`src/rtl/cmd_interpreter.sv`:
```
// Byte-oriented debug command interpreter: decodes UART opcodes and drives core reset, gated clock and memory.
// Optional macro CMD_INTERP_TIMEOUT_EN adds a payload-reception timeout that answers 8'hEE.
module cmd_interpreter #(
    parameter int         CLK_FREQ     = 25000000,
    parameter int         ADDR_WIDTH   = 32,
    parameter int         DATA_WIDTH   = 32,
    parameter int         RESET_CYCLES = 16,
    parameter logic [7:0] ID_BYTE      = 8'h50
) (
    input  logic                  clk,
    input  logic                  reset,
    input  logic                  rx_valid,
    input  logic [7:0]            rx_data,
    output logic                  rx_clear,
    output logic                  tx_valid,
    input  logic                  tx_ready,
    output logic [7:0]            tx_data,
    output logic                  core_reset,
    output logic                  core_clk_en,
    output logic                  mem_req,
    output logic                  mem_we,
    output logic [ADDR_WIDTH-1:0] mem_addr,
    output logic [DATA_WIDTH-1:0] mem_wdata,
    input  logic [DATA_WIDTH-1:0] mem_rdata,
    input  logic                  mem_ack
);

    localparam int         ABYTES       = ADDR_WIDTH / 8;
    localparam int         DBYTES       = DATA_WIDTH / 8;
    localparam int         PW           = ADDR_WIDTH + DATA_WIDTH;
    localparam logic [7:0] ABYTES_B     = 8'(ABYTES);
    localparam logic [7:0] DBYTES_B     = 8'(DBYTES);
    localparam logic [7:0] PAY_WRITE_B  = 8'(ABYTES + DBYTES);
    localparam logic [7:0] RESET_LAST   = 8'(RESET_CYCLES - 1);
    localparam logic [31:0] TIMEOUT_LAST = 32'(CLK_FREQ / 1000 - 1);

    localparam logic [7:0] OP_RESET = 8'h01;
    localparam logic [7:0] OP_CLOCK = 8'h02;
    localparam logic [7:0] OP_READ  = 8'h03;
    localparam logic [7:0] OP_WRITE = 8'h04;
    localparam logic [7:0] OP_PING  = 8'h05;
    localparam logic [7:0] RESP_ACK = 8'hAA;
    localparam logic [7:0] RESP_NAK = 8'hEE;

    typedef enum logic [2:0] {
        IDLE       = 3'd0,
        DECODE     = 3'd1,
        RX_PAYLOAD = 3'd2,
        EXEC       = 3'd3,
        MEM_WAIT   = 3'd4,
        TX_RESP    = 3'd5
    } state_t;

    state_t                state_r, state_s;
    logic [7:0]            opcode_r, opcode_s;
    logic [PW-1:0]         shift_r, shift_s;
    logic [7:0]            byte_cnt_r, byte_cnt_s;
    logic [7:0]            reset_cnt_r, reset_cnt_s;
    logic [15:0]           clk_cnt_r, clk_cnt_s;
    logic [DATA_WIDTH-1:0] resp_r, resp_s;
    logic [7:0]            resp_cnt_r, resp_cnt_s;
    logic                  rx_clear_r, rx_clear_s;
    logic                  tx_valid_r, tx_valid_s;
    logic                  core_reset_r, core_reset_s;
    logic                  core_clk_en_r, core_clk_en_s;
    logic                  mem_req_r, mem_req_s;
    logic                  mem_we_r, mem_we_s;
    logic [ADDR_WIDTH-1:0] mem_addr_r, mem_addr_s;
    logic [DATA_WIDTH-1:0] mem_wdata_r, mem_wdata_s;
    logic                  accept_s;
`ifdef CMD_INTERP_TIMEOUT_EN
    logic [31:0]           to_cnt_r, to_cnt_s;
`else
    logic [31:0]           timeout_unused_s;
    assign timeout_unused_s = TIMEOUT_LAST;
`endif

    // Single-byte response placed in the MSB lane so it is the first byte shifted out.
    function automatic logic [DATA_WIDTH-1:0] load_byte(input logic [7:0] b);
        logic [DATA_WIDTH-1:0] r;
        r = '0;
        r[DATA_WIDTH-1 -: 8] = b;
        return r;
    endfunction

    // A level-valid UART still shows the byte while rx_clear is in flight, so that cycle is skipped.
    assign accept_s = rx_valid && !rx_clear_r &&
                      ((state_r == IDLE) || (state_r == RX_PAYLOAD));

    assign rx_clear    = rx_clear_r;
    assign tx_valid    = tx_valid_r;
    assign tx_data     = resp_r[DATA_WIDTH-1 -: 8];
    assign core_reset  = core_reset_r;
    assign core_clk_en = core_clk_en_r;
    assign mem_req     = mem_req_r;
    assign mem_we      = mem_we_r;
    assign mem_addr    = mem_addr_r;
    assign mem_wdata   = mem_wdata_r;

    // Next-state and next-output computation for the command FSM.
    always_comb begin
        state_s       = state_r;
        opcode_s      = opcode_r;
        shift_s       = shift_r;
        byte_cnt_s    = byte_cnt_r;
        reset_cnt_s   = reset_cnt_r;
        clk_cnt_s     = clk_cnt_r;
        resp_s        = resp_r;
        resp_cnt_s    = resp_cnt_r;
        rx_clear_s    = accept_s;
        tx_valid_s    = tx_valid_r;
        core_reset_s  = core_reset_r;
        core_clk_en_s = core_clk_en_r;
        mem_req_s     = mem_req_r;
        mem_we_s      = mem_we_r;
        mem_addr_s    = mem_addr_r;
        mem_wdata_s   = mem_wdata_r;
`ifdef CMD_INTERP_TIMEOUT_EN
        to_cnt_s      = to_cnt_r;
`endif
        case (state_r)
            IDLE: begin
                if (accept_s) begin
                    opcode_s = rx_data;
                    state_s  = DECODE;
                end else begin
                    state_s = IDLE;
                end
            end
            DECODE: begin
                shift_s = '0;
`ifdef CMD_INTERP_TIMEOUT_EN
                to_cnt_s = 32'd0;
`endif
                case (opcode_r)
                    OP_CLOCK: begin
                        byte_cnt_s = 8'd1;
                        state_s    = RX_PAYLOAD;
                    end
                    OP_READ: begin
                        byte_cnt_s = ABYTES_B;
                        state_s    = RX_PAYLOAD;
                    end
                    OP_WRITE: begin
                        byte_cnt_s = PAY_WRITE_B;
                        state_s    = RX_PAYLOAD;
                    end
                    OP_RESET: begin
                        core_reset_s = 1'b1;
                        reset_cnt_s  = RESET_LAST;
                        state_s      = EXEC;
                    end
                    default: begin
                        state_s = EXEC;
                    end
                endcase
            end
            RX_PAYLOAD: begin
                if (accept_s) begin
                    shift_s    = {shift_r[PW-9:0], rx_data};
                    byte_cnt_s = byte_cnt_r - 8'd1;
`ifdef CMD_INTERP_TIMEOUT_EN
                    to_cnt_s   = 32'd0;
`endif
                    if (byte_cnt_r == 8'd1) begin
                        state_s = EXEC;
                        // Gated clock starts on EXEC entry so exactly N cycles are enabled.
                        if ((opcode_r == OP_CLOCK) && (rx_data != 8'd0)) begin
                            core_clk_en_s = 1'b1;
                            clk_cnt_s     = {8'h00, rx_data} - 16'd1;
                        end else begin
                            core_clk_en_s = 1'b0;
                        end
                    end else begin
                        state_s = RX_PAYLOAD;
                    end
                end else begin
`ifdef CMD_INTERP_TIMEOUT_EN
                    if (to_cnt_r == TIMEOUT_LAST) begin
                        to_cnt_s   = 32'd0;
                        resp_s     = load_byte(RESP_NAK);
                        resp_cnt_s = 8'd1;
                        tx_valid_s = 1'b1;
                        state_s    = TX_RESP;
                    end else begin
                        to_cnt_s = to_cnt_r + 32'd1;
                    end
`else
                    state_s = RX_PAYLOAD;
`endif
                end
            end
            EXEC: begin
                case (opcode_r)
                    OP_RESET: begin
                        if (reset_cnt_r == 8'd0) begin
                            core_reset_s = 1'b0;
                            resp_s       = load_byte(RESP_ACK);
                            resp_cnt_s   = 8'd1;
                            tx_valid_s   = 1'b1;
                            state_s      = TX_RESP;
                        end else begin
                            reset_cnt_s = reset_cnt_r - 8'd1;
                        end
                    end
                    OP_CLOCK: begin
                        if (core_clk_en_r && (clk_cnt_r != 16'd0)) begin
                            clk_cnt_s = clk_cnt_r - 16'd1;
                        end else begin
                            core_clk_en_s = 1'b0;
                            resp_s        = load_byte(RESP_ACK);
                            resp_cnt_s    = 8'd1;
                            tx_valid_s    = 1'b1;
                            state_s       = TX_RESP;
                        end
                    end
                    OP_READ: begin
                        mem_req_s  = 1'b1;
                        mem_we_s   = 1'b0;
                        mem_addr_s = shift_r[ADDR_WIDTH-1:0];
                        state_s    = MEM_WAIT;
                    end
                    OP_WRITE: begin
                        mem_req_s   = 1'b1;
                        mem_we_s    = 1'b1;
                        mem_addr_s  = shift_r[PW-1 -: ADDR_WIDTH];
                        mem_wdata_s = shift_r[DATA_WIDTH-1:0];
                        state_s     = MEM_WAIT;
                    end
                    OP_PING: begin
                        resp_s     = load_byte(ID_BYTE);
                        resp_cnt_s = 8'd1;
                        tx_valid_s = 1'b1;
                        state_s    = TX_RESP;
                    end
                    default: begin
                        resp_s     = load_byte(RESP_NAK);
                        resp_cnt_s = 8'd1;
                        tx_valid_s = 1'b1;
                        state_s    = TX_RESP;
                    end
                endcase
            end
            MEM_WAIT: begin
                if (mem_ack) begin
                    mem_req_s  = 1'b0;
                    mem_we_s   = 1'b0;
                    tx_valid_s = 1'b1;
                    state_s    = TX_RESP;
                    if (opcode_r == OP_READ) begin
                        resp_s     = mem_rdata;
                        resp_cnt_s = DBYTES_B;
                    end else begin
                        resp_s     = load_byte(RESP_ACK);
                        resp_cnt_s = 8'd1;
                    end
                end else begin
                    state_s = MEM_WAIT;
                end
            end
            TX_RESP: begin
                if (tx_valid_r && tx_ready) begin
                    if (resp_cnt_r == 8'd1) begin
                        tx_valid_s = 1'b0;
                        resp_s     = '0;
                        resp_cnt_s = 8'd0;
                        state_s    = IDLE;
                    end else begin
                        resp_s     = resp_r << 8'd8;
                        resp_cnt_s = resp_cnt_r - 8'd1;
                    end
                end else begin
                    state_s = TX_RESP;
                end
            end
            default: begin
                state_s = IDLE;
            end
        endcase
    end

    // State and output registers; synchronous reset aborts any command silently.
    always_ff @(posedge clk) begin
        if (reset) begin
            state_r       <= IDLE;
            opcode_r      <= 8'd0;
            shift_r       <= '0;
            byte_cnt_r    <= 8'd0;
            reset_cnt_r   <= 8'd0;
            clk_cnt_r     <= 16'd0;
            resp_r        <= '0;
            resp_cnt_r    <= 8'd0;
            rx_clear_r    <= 1'b0;
            tx_valid_r    <= 1'b0;
            core_reset_r  <= 1'b0;
            core_clk_en_r <= 1'b0;
            mem_req_r     <= 1'b0;
            mem_we_r      <= 1'b0;
            mem_addr_r    <= '0;
            mem_wdata_r   <= '0;
`ifdef CMD_INTERP_TIMEOUT_EN
            to_cnt_r      <= 32'd0;
`endif
        end else begin
            state_r       <= state_s;
            opcode_r      <= opcode_s;
            shift_r       <= shift_s;
            byte_cnt_r    <= byte_cnt_s;
            reset_cnt_r   <= reset_cnt_s;
            clk_cnt_r     <= clk_cnt_s;
            resp_r        <= resp_s;
            resp_cnt_r    <= resp_cnt_s;
            rx_clear_r    <= rx_clear_s;
            tx_valid_r    <= tx_valid_s;
            core_reset_r  <= core_reset_s;
            core_clk_en_r <= core_clk_en_s;
            mem_req_r     <= mem_req_s;
            mem_we_r      <= mem_we_s;
            mem_addr_r    <= mem_addr_s;
            mem_wdata_r   <= mem_wdata_s;
`ifdef CMD_INTERP_TIMEOUT_EN
            to_cnt_r      <= to_cnt_s;
`endif
        end
    end

endmodule

```
`config.mk`:
```
export PLATFORM = sky130hd
export DESIGN_NAME = cmd_interpreter
export DESIGN_NICKNAME = d
export VERILOG_FILES = /design/src/rtl/cmd_interpreter.sv
export SDC_FILE = /design/constraint.sdc
export NUM_CORES = 1
export LEC_CHECK = 0
export ABC_AREA = 1
export CAP_MARGIN = 40
export CORE_ASPECT_RATIO = 0.6
export CORE_UTILIZATION = 45
export CTS_CLUSTER_SIZE = 16
export DETAILED_ROUTE_END_ITERATION = 7
export DONT_BUFFER_PORTS = 1
export HOLD_SLACK_MARGIN = 0.12
export SLEW_MARGIN = 20
export SYNTH_ARGS = -nofsm -noshare
export SYNTH_HDL_FRONTEND = slang
export SYNTH_SLANG_ARGS = --single-unit
```
`constraint.sdc`:
```
create_clock -name clk -period 4.55 [get_ports clk]
set_input_delay 0.91 -clock clk [delete_from_list [all_inputs] [get_ports clk]]
set_output_delay 0.91 -clock clk [all_outputs]
set_load 0.01 [all_outputs]
```
After elaboration in Yosys (flattened, before gate mapping)
Cells that the tools add are included.
{"block": "word_totals", "regBits": 217, "in_bits": 45, "output_inout_bits": 78, "wordCells": 151}
{"block": "classes", "addsub": 5, "n_eq_ne": 32, "muxes": 65, "n_reduce_logical": 33}
{"op": "two-way mux 32 bit", "count": 6}
{"op": "one-hot mux 32 bit (4 select lines)", "count": 1}
{"op": "one-hot mux 64 bit (2 select lines)", "count": 1}
{"op": "one-hot mux 32 bit (3 select lines)", "count": 1}
{"op": "two-way mux 16 bit", "count": 5}
{"op": "two-way mux 8 bit", "count": 9}
{"op": "one-hot mux 8 bit (3 select lines)", "count": 3}
{"op": "two-way mux 64 bit", "count": 1}
{"op": "one-hot mux 32 bit (2 select lines)", "count": 1}
{"op": "one-hot mux 16 bit (2 select lines)", "count": 1}
{"op": "one-hot mux 8 bit (2 select lines)", "count": 2}
{"op": "equality test 8 x 1 -> 1 bit (second input constant)", "count": 3}
{"op": "inequality test 2 bit (second input constant)", "count": 12}
{"op": "subtractor 8 x 1 -> 8 bit (second input constant)", "count": 3}
{"op": "two-way mux 1 bit", "count": 19}
{"op": "two-way mux 3 bit", "count": 6}
{"op": "one-hot mux 3 bit (6 select lines)", "count": 1}
{"op": "equality test 8 x 2 -> 1 bit (second input constant)", "count": 2}
{"op": "equality test 8 x 3 -> 1 bit (second input constant)", "count": 2}
{"op": "nonzero test 16 bit", "count": 1}
{"op": "subtractor 16 x 1 -> 16 bit (second input constant)", "count": 1}
{"op": "AND reduction 3 bit", "count": 4}
{"op": "AND reduction 6 bit", "count": 2}
{"op": "one-hot mux 1 bit (2 select lines)", "count": 5}
{"op": "24 further kinds", "count": 43}

Logic depth before layout (Yosys ltp)
Gate-level depths: netlist (run 1).
{"block": "depth", "ltp_word": 6, "ltp_mapped": 13, "depth_no_buf": 12}

Least setup slack after synthesis (run 1)
Ideal clock, no wire load.
{"block": "synth_path", "path_type": "in2reg", "from": "input port rx_data[0]", "to": "register clk_cnt_r[11]", "setup_time_ns": 0.114, "arrival_time_ns": 2.093, "required_ns": 4.436, "path_slack_ns": 2.344, "cell_stages": 9, "path_buffers": 1, "cell_sequence": "inv_1 > ha_1 > nand3_1 > nor2_1 > o21ai_0 > nand3_4 > buf_4 > a21oi_1 > nor2_1"}
{"block": "synth_via", "elab_chain_cells": 5, "elab_cells_between_ends": 9, "cone_classes": "add/sub (1); eq/ne (1); mux (4); reduce/logical (3)"}
{"item": "from (decl)", "line_no": "13", "text": "input logic [7:0] rx_data,"}
{"item": "subtractor 8 x 1 -> 9 bit", "line_no": "170", "text": "clk_cnt_s = {8'h00, rx_data} - 16'd1;"}
{"item": "two-way mux 16 bit", "line_no": "168", "text": "if ((opcode_r == OP_CLOCK) && (rx_data != 8'd0)) begin"}
{"item": "two-way mux 16 bit", "line_no": "165", "text": "if (byte_cnt_r == 8'd1) begin"}
{"item": "two-way mux 16 bit", "line_no": "159", "text": "if (accept_s) begin"}
{"item": "one-hot mux 16 bit (2 select lines)", "line_no": "121", "text": "case (state_r)"}
{"item": "to (signal assigned)", "line_no": "310", "text": "clk_cnt_r <= clk_cnt_s;"}
{"item": "to (decl)", "line_no": "59", "text": "logic [15:0] clk_cnt_r, clk_cnt_s;"}
Several ways; a longest one is shown, not always the timed one. The select of a mux whose other input is x is not followed.
A chain may end at the register's enable or synchronous reset.

Worst setup path in the final report (run 1)
{"block": "layout_path", "from": "register opcode_r[5]", "to": "register resp_r[11]"}
{"block": "layout_via", "elab_chain_cells": 4, "elab_cells_between_ends": 14, "cone_classes": "eq/ne (8); mux (4); reduce/logical (2)"}
{"item": "from (decl)", "line_no": "55", "text": "logic [7:0] opcode_r, opcode_s;"}
{"item": "from (signal assigned)", "line_no": "306", "text": "opcode_r <= opcode_s;"}
{"item": "equality test 8 x 2 -> 1 bit or equality test 8 x 3 -> 1 bit (tied branches)", "line_no": "194, 250"}
{"item": "OR reduction 2 bit (no line) or two-way mux 32 bit (tied branches)"}
{"item": "one-hot mux 32 bit (4 select lines) (tied with other cells)", "line_no": "194", "text": "case (opcode_r)"}
{"item": "one-hot mux 32 bit (3 select lines) or AND reduction 6 bit (tied branches)"}
{"item": "to (signal assigned)", "line_no": "311", "text": "resp_r <= resp_s;"}
{"item": "to (decl)", "line_no": "60", "text": "logic [DATA_WIDTH-1:0] resp_r, resp_s;"}
Several ways; a longest one is shown, not always the timed one. The select of a mux whose other input is x is not followed.

==> key figures, run 1 <==
Clock network
  – Skew-Pair Late Insertion Delay: 500 ps
  – Htree depth: 1
  – Reg clk slew, reported paths: 70 ps
  – Cts hold-fix bufs: 0
  – Post-CTS sizing: 0
  – Setup Buffers After CTS: 0
  – Clock sinks: 217
  – Total CTS buffers: 21
  – CTS Root Cell: clkbuf_16
  – CTS tree: yes
  – Clock Path Buffers: 3

Timing
  – Max frequency: 346 MHz
  – Final Hold Vio Count: 0
  – Post-Route Setup TNS: 0 ps
  – Final period utilization: 0.636
  – Finish-stage setup viols: 0
  – Slew HR: 0.516
  – Worst Clk Skew: 9.58 ps
  – Max-slew violations: 0
  – Slew @ Worst Pin: 725 ps
  – Hold WS: 465 ps
  – Setup ws final: 1660 ps
  – RSZ-0062 raised after global routing: false
  – Min Tclk post-route: 2890 ps

Pwr
  – Leakage dissipation: 4.63 nW
  – Peak supply drop: 0.282 mV
  – Power, Total: 5.34 mW
  – Pwr/cell area: 491 mW/mm^2

GRT
  – Largest net degree at the start of global routing: 95
  – Global route overflow: 0
  – Vias in the first global route: 8008
  – Initial antenna violation count: 0
  – First-pass GRT wire length: 45100 um
  – Total GRT Usage: 0.242

Synth
  – Synth Register Bits: 217
  – Synthesized area: 0.0100 sq mm
  – Post-synthesis sequential area ratio: 0.434
  – Cells after synthesis: 1493
  – Yosys warnings: 0
  – Top post-synthesis cells by area: dfxtp_1, nand2_1, nor2_1
  – Largest family of logic cells by synthesized area: simple AND/OR/NAND/NOR gates
  – Fraction of the mapped netlist area in adder cells: 0.00999
  – Top-area cell type share of the netlist area: 0.434
  – Mapped Avg Cell Area: 6.71 sq um
  – Synth unique cells: 34
  – Dominant cell type by area after synthesis: dfxtp_1
  – Post-synthesis simple-gate area fraction: 0.304
  – Multiplexer share of the synthesized area: 0
  – Synth Area in XOR/XNOR: 0.0166
  – Compound-cell area share of the yosys netlist: 0.150
  – Synth Net Count: 1546

Setup path
  – Delay-heaviest family, CP: simple AND/OR/NAND/NOR gates
  – CP startpoint kind: flop
  – Critical path fanouts, max: 38
  – Req. time, crit path: 4950 ps
  – Crit path arrival time: 3290 ps
  – Crit path buf inv count: 3
  – Crit path cell chain: nor2_1 -> nand2_1 -> inv_1 -> nand2_1 -> nand2_1 -> a21oi_1 -> buf_4 -> nand3_2 -> buf_12 -> nor2_1 -> nor2_1
  – Crit Path Class: reg2reg
  – Worst path max stage delay: 540 ps
  – Crit. End Element: flop
  – CP max-delay cell: nand3_2

Drt
  – Post-detailed-route count of antenna-violating nets: 0
  – Vias per inst: 5.34
  – Final wirelength: 28200 um
  – Vias: 9263
  – DR iter-0 viols: 871
  – Drt wl/cell: 16.2 um
  – Residual DRC: 0
  – Detailed-router iteration count before antenna repair: 5

Floorplan
  – Die H: 118 um
  – Rows: 41
  – Die ar.: 0.0229 sq mm
  – IO Pins: 123
  – Area of the core: 0.0214 sq mm
  – Initial core utilization: 0.468
  – Die W: 195 um

Layout
  – Ant diodes: 0
  – Final non-filler cell total: 1735
  – Finished Cell Area: 0.0109 sq mm
  – Nets: 1496
  – Layout cells sized above 1: 0.0501
  – Commonest non-fill, non-tap cells in the layout: nand2_1, nor2_1, dfxtp_1
  – Most common cell after layout, fill and taps aside: nand2_1
  – Util after Layout: 0.508
  – P&R area growth vs syn: 8.37%

Placement
  – HPWL Detailed: 18800 um
  – Dpl cells: 1699
  – GPL Wtd Cong: 0.874
  – Placed cell area: 0.0102 sq mm
  – Pre-CTS setup slack: 1690 ps
  – Number of port buffers: 0

Outcome
  – Status: completed

Worst hold path
  – Worst hold path class: reg2reg

Flow run
  – Total of max-cap violations: 0
[flip-flops by register name (all words and copies together) (netlist names)]
register,cells
shift_r,64
mem_addr,32
mem_wdata,32
resp_r,32
clk_cnt_r,16
byte_cnt_r,8
opcode_r,8
reset_cnt_r,8
resp_cnt_r,8
state_r,3
core_clk_en,1
core_reset,1
mem_req,1
mem_we,1
rx_clear,1
tx_valid,1
[Yosys cell counts, drive strengths merged]
cell,instances
a211oi,1
a21oi,112
a22oi,1
a31oi,35
and2,1
buf,27
clkbuf,64
dfxtp,217
ha,8
inv,124
nand2,369
nand3,95
nand3b,4
nand4,17
nor2,259
nor3,4
o211ai,7
o21ai,123
o21bai,2
o22ai,1
o31ai,2
or2,1
xnor2,1
xor2,18
[cell type report]
| cell class | instances | area (sq um) |
|---|---|---|
| timing repair buffer | 18 | 189 |
| multi-input combinational | 1061 | 4820 |
| clock buffer | 26 | 554 |
| sequential | 217 | 4340 |
| fill | 2163 | 10500 |
| clock inverter | 10 | 131 |
| inverter | 124 | 467 |
| tap | 279 | 349 |
[metal layers]
metal,vias to the layer above,share of wire,track usage
met3,30,0.077,0.0530
met2,250,0.38,0.305
met1,4287,0.53,0.399
met4,0,0.017,0.0506
li1,4696,-,-
met5,-,0,0
[logic make-up (layout without fill, tap and decap cells)]
family,Yosys count,in the layout
AND/OR/NAND/NOR,750,750
XOR/XNOR,19,19
AO/OA/AOI/OAI,284,284
buffers and inverters,215,178
adder cells (fa/ha/maj),8,8
flip-flops,217,217
[worst reg2reg max path, delay by kind of cell (launching register included)]
kind / cells / cell delay [ps]
AND/OR/NAND/NOR: 7 / 1570
flip-flops: 1 / 330
AO/OA/AOI/OAI: 1 / 190
buffers and inverters: 3 / 710
[power by group]
group | internal [mW] | switching [mW]
sequential | 2.05 | 0.121
combinational | 0.427 | 0.946
clock | 1.04 | 0.756
[path summary, 6_finish.rpt]
check | start | end | slack, ps | depth (start not counted)
max | opcode_r[5] | resp_r[11] | 1660 | 11
max reg2reg | opcode_r[5] | resp_r[11] | 1660 | 11
min | shift_r[63] | shift_r[63] | 470 | 2
min reg2reg | shift_r[63] | shift_r[63] | 470 | 2
Note: power is estimated with default switching activity, not from simulation.
==> inputs of run 2 (changes only) <==
==> constraint.sdc (replaced) <==
create_clock -name clk -period 2.8 [get_ports clk]
set_input_delay 0.56 -clock clk [delete_from_list [all_inputs] [get_ports clk]]
set_output_delay 0.56 -clock clk [all_outputs]
set_load 0.01 [all_outputs]
==> run 2 against run 1 <==
  * Cell area rose by 1.3%
  * Cell count rose by 0.75%
  * Flip-flop and latch count did not move
  * Power rose by 66%
  * Clock-buffer cell count fell by 2
  * Register-to-register slack got worse by 1100 ps
  * First-iteration DRC count fell by 9.8%
  * Wire length rose by 0.99%
  * Maximum frequency rose by 28%
  * Clock power rose by 72%
  * Via count rose by 0.54%
  * Critical path type unchanged
==> key figures, run 2 (synthesized netlist as in run 1, its figures left out) <==
Setup path
  – Crit path to: resp_r[31]
  – Critical path fanouts, max: 22 (-42%)
  – R2R Setup Slk: 530 ps (-1130 ps)
  – CP max-delay cell: nand3_2
  – Crit path cell chain: nor2_1 -> nand2_1 -> inv_1 -> nand2_1 -> nand2_1 -> a21oi_1 -> nand3_2 -> buf_12 -> nand2_1 -> nand2_1 -> nor2_1
  – Crit path arrival time: 2710 ps (-580 ps)
  – Crit Reg-Reg Endpoint: resp_r[31]
  – R2R cell count: 11 (unchanged)
  – CP startpoint: opcode_r[7]
  – Crit Path Class: reg2reg
  – Req. time, crit path: 3240 ps (-1710 ps)
  – Reg2Reg Launch Point: opcode_r[7]
  – Worst path max stage delay: 430 ps (-110 ps)
  – Most common cell on crit path: nand2_1
  – CP startpoint kind: flop
  – Crit. End Element: flop

Timing
  – Final Hold Vio Count: 0 (unchanged)
  – Min Tclk post-route: 2270 ps (-624 ps)
  – Final period utilization: 0.810 (+0.174)
  – Max frequency: 441 MHz (+28%)
  – Slew @ Worst Pin: 811 ps (+85.3 ps)
  – Slew HR: 0.458 (-0.0586)
  – RSZ-0062 raised after global routing: false
  – Finish-stage setup viols: 0 (unchanged)
  – Max-slew violations: 0 (unchanged)
  – Hold WS: 174 ps (-291 ps)
  – Worst Clk Skew: 11.2 ps (+1.65 ps)
  – Setup ws final: 531 ps (-1130 ps)
  – Post-Route Setup TNS: 0 ps (unchanged)

GRT
  – Total GRT Usage: 0.246 (+0.00411)
  – Largest net degree at the start of global routing: 76 (-20%)
  – Vias in the first global route: 8282 (+3.4%)
  – Global route overflow: 0 (unchanged)
  – First-pass GRT wire length: 46100 um (+2.1%)
  – Initial antenna violation count: 0 (unchanged)

Floorplan
  – Area of the core: 0.0214 sq mm (unchanged)
  – Die W: 195 um (unchanged)
  – Rows: 41 (unchanged)
  – IO Pins: 123 (unchanged)
  – Die ar.: 0.0229 sq mm (unchanged)
  – Die H: 118 um (unchanged)
  – Initial core utilization: 0.468 (unchanged)

Layout
  – Ant diodes: 0 (unchanged)
  – Commonest non-fill, non-tap cells in the layout: nand2_1, nor2_1, dfxtp_1
  – P&R area growth vs syn: 9.74%
  – Finished Cell Area: 0.0110 sq mm (+1.3%)
  – Max reg flops: 64 (unchanged)
  – Nets: 1506 (+0.67%)
  – Layout cells sized above 1: 0.0606 (+0.0104)
  – Most common cell after layout, fill and taps aside: nand2_1
  – Reg with most FFs: shift_r

Clock network
  – Skew-Pair Late Insertion Delay: 510 ps (about the same)
  – Reg clk slew, reported paths: 70 ps (about the same)
  – CTS Root Cell: clkbuf_16
  – Htree depth: 1 (unchanged)
  – Total CTS buffers: 22 (+4.8%)
  – Clock sinks: 217 (unchanged)
  – Clock Path Buffers: 3 (unchanged)
  – CTS tree: yes
  – Post-CTS sizing: 0 (unchanged)

Placement
  – GPL Wtd Cong: 0.884 (+1.1%)
  – Placed cell area: 0.0102 sq mm (+0.68%)
  – Number of port buffers: 0 (unchanged)
  – Pre-CTS setup slack: 447 ps (-1240 ps)
  – HPWL Detailed: 19100 um (+1.5%)

Outcome
  – Status: completed

Drt
  – Final wirelength: 28400 um (+0.99%)
  – WL met3: 2230 um (+2.6%)
  – Drt wl/cell: 16.3 um (+0.24%)
  – DR iter-0 viols: 786 (-9.8%)
  – Vias per inst: 5.33 (-0.21%)
  – DRT met1 WL: 15100 um (+1.8%)
  – Met2 Wirelength: 10700 um (+0.25%)
  – Residual DRC: 0 (unchanged)
  – Detailed-router iteration count before antenna repair: 5 (unchanged)
  – Post-detailed-route count of antenna-violating nets: 0 (unchanged)
  – Uppermost layer routed: met4
  – Vias: 9313 (+0.54%)

Worst hold path
  – Worst hold path class: in2reg

Pwr
  – Pwr/cell area: 808 mW/mm^2 (+64%)
  – Power, Total: 8.88 mW (+66%)
  – Peak supply drop: 0.386 mV (+37%)
  – Leakage dissipation: 4.70 nW (+1.5%)

Flow run
  – Total of max-cap violations: 0 (unchanged)
[run 2: stage by stage]
step	util	instances
after floorplan	-	1493
after global placement	0.479	1707
after detailed placement	0.479	1707
after CTS	0.514	1748
after global routing	0.514	1748
final	0.514	1748
[run 2: cell type report]
class                           instances  area [sq um]
Clock inverter                         16           155
Clock buffer                           24           589
Fill cell                            2163         10400
Sequential cell                       217          4340
Multi-Input combinational cell       1061          4820
Timing Repair Buffer                   27           268
Tap cell                              279           349
Inverter                              124           467
[run 2: critical path: cells and delay by family, from the launching register on]
| family | cells | cell delay, ps |
|---|---|---|
| simple gates | 8 | 1190 |
| flops | 1 | 330 |
| buf+inv | 2 | 430 |
| compound gates | 1 | 230 |
[run 2: routing by layer]
metal,GRT usage,up-vias
met4,0.0461,0
li1,-,4707
met3,0.0521,26
met5,0,-
met1,0.404,4290
met2,0.317,290
[run 2: timing repair]
item | 4_1_cts | 5_1_grt
endpoints found under the setup margin | 0 | 0
hold buffers | 1 | 0
buffers inserted | 0 | 0
endpoints found under the hold margin | 20 | 0
[run 2: how the worst min path moves through the flow]
| stage | to | depth (start not counted) | from |
|---|---|---|---|
| after floorplan | shift_r[56] | 2 | shift_r[56] |
| after detailed placement | shift_r[57] | 2 | shift_r[57] |
| after CTS | byte_cnt_r[3] | 1 | reset |
| after global routing | shift_r[41] | 1 | reset |
| after global placement | shift_r[63] | 2 | shift_r[63] |
| final | shift_r[41] | 1 | reset |
[run 2: where the power goes]
group          internal [mW]  switching [mW]
sequential              3.33           0.196
clock                   1.73            1.34
combinational          0.731            1.56
total                   5.79            3.09
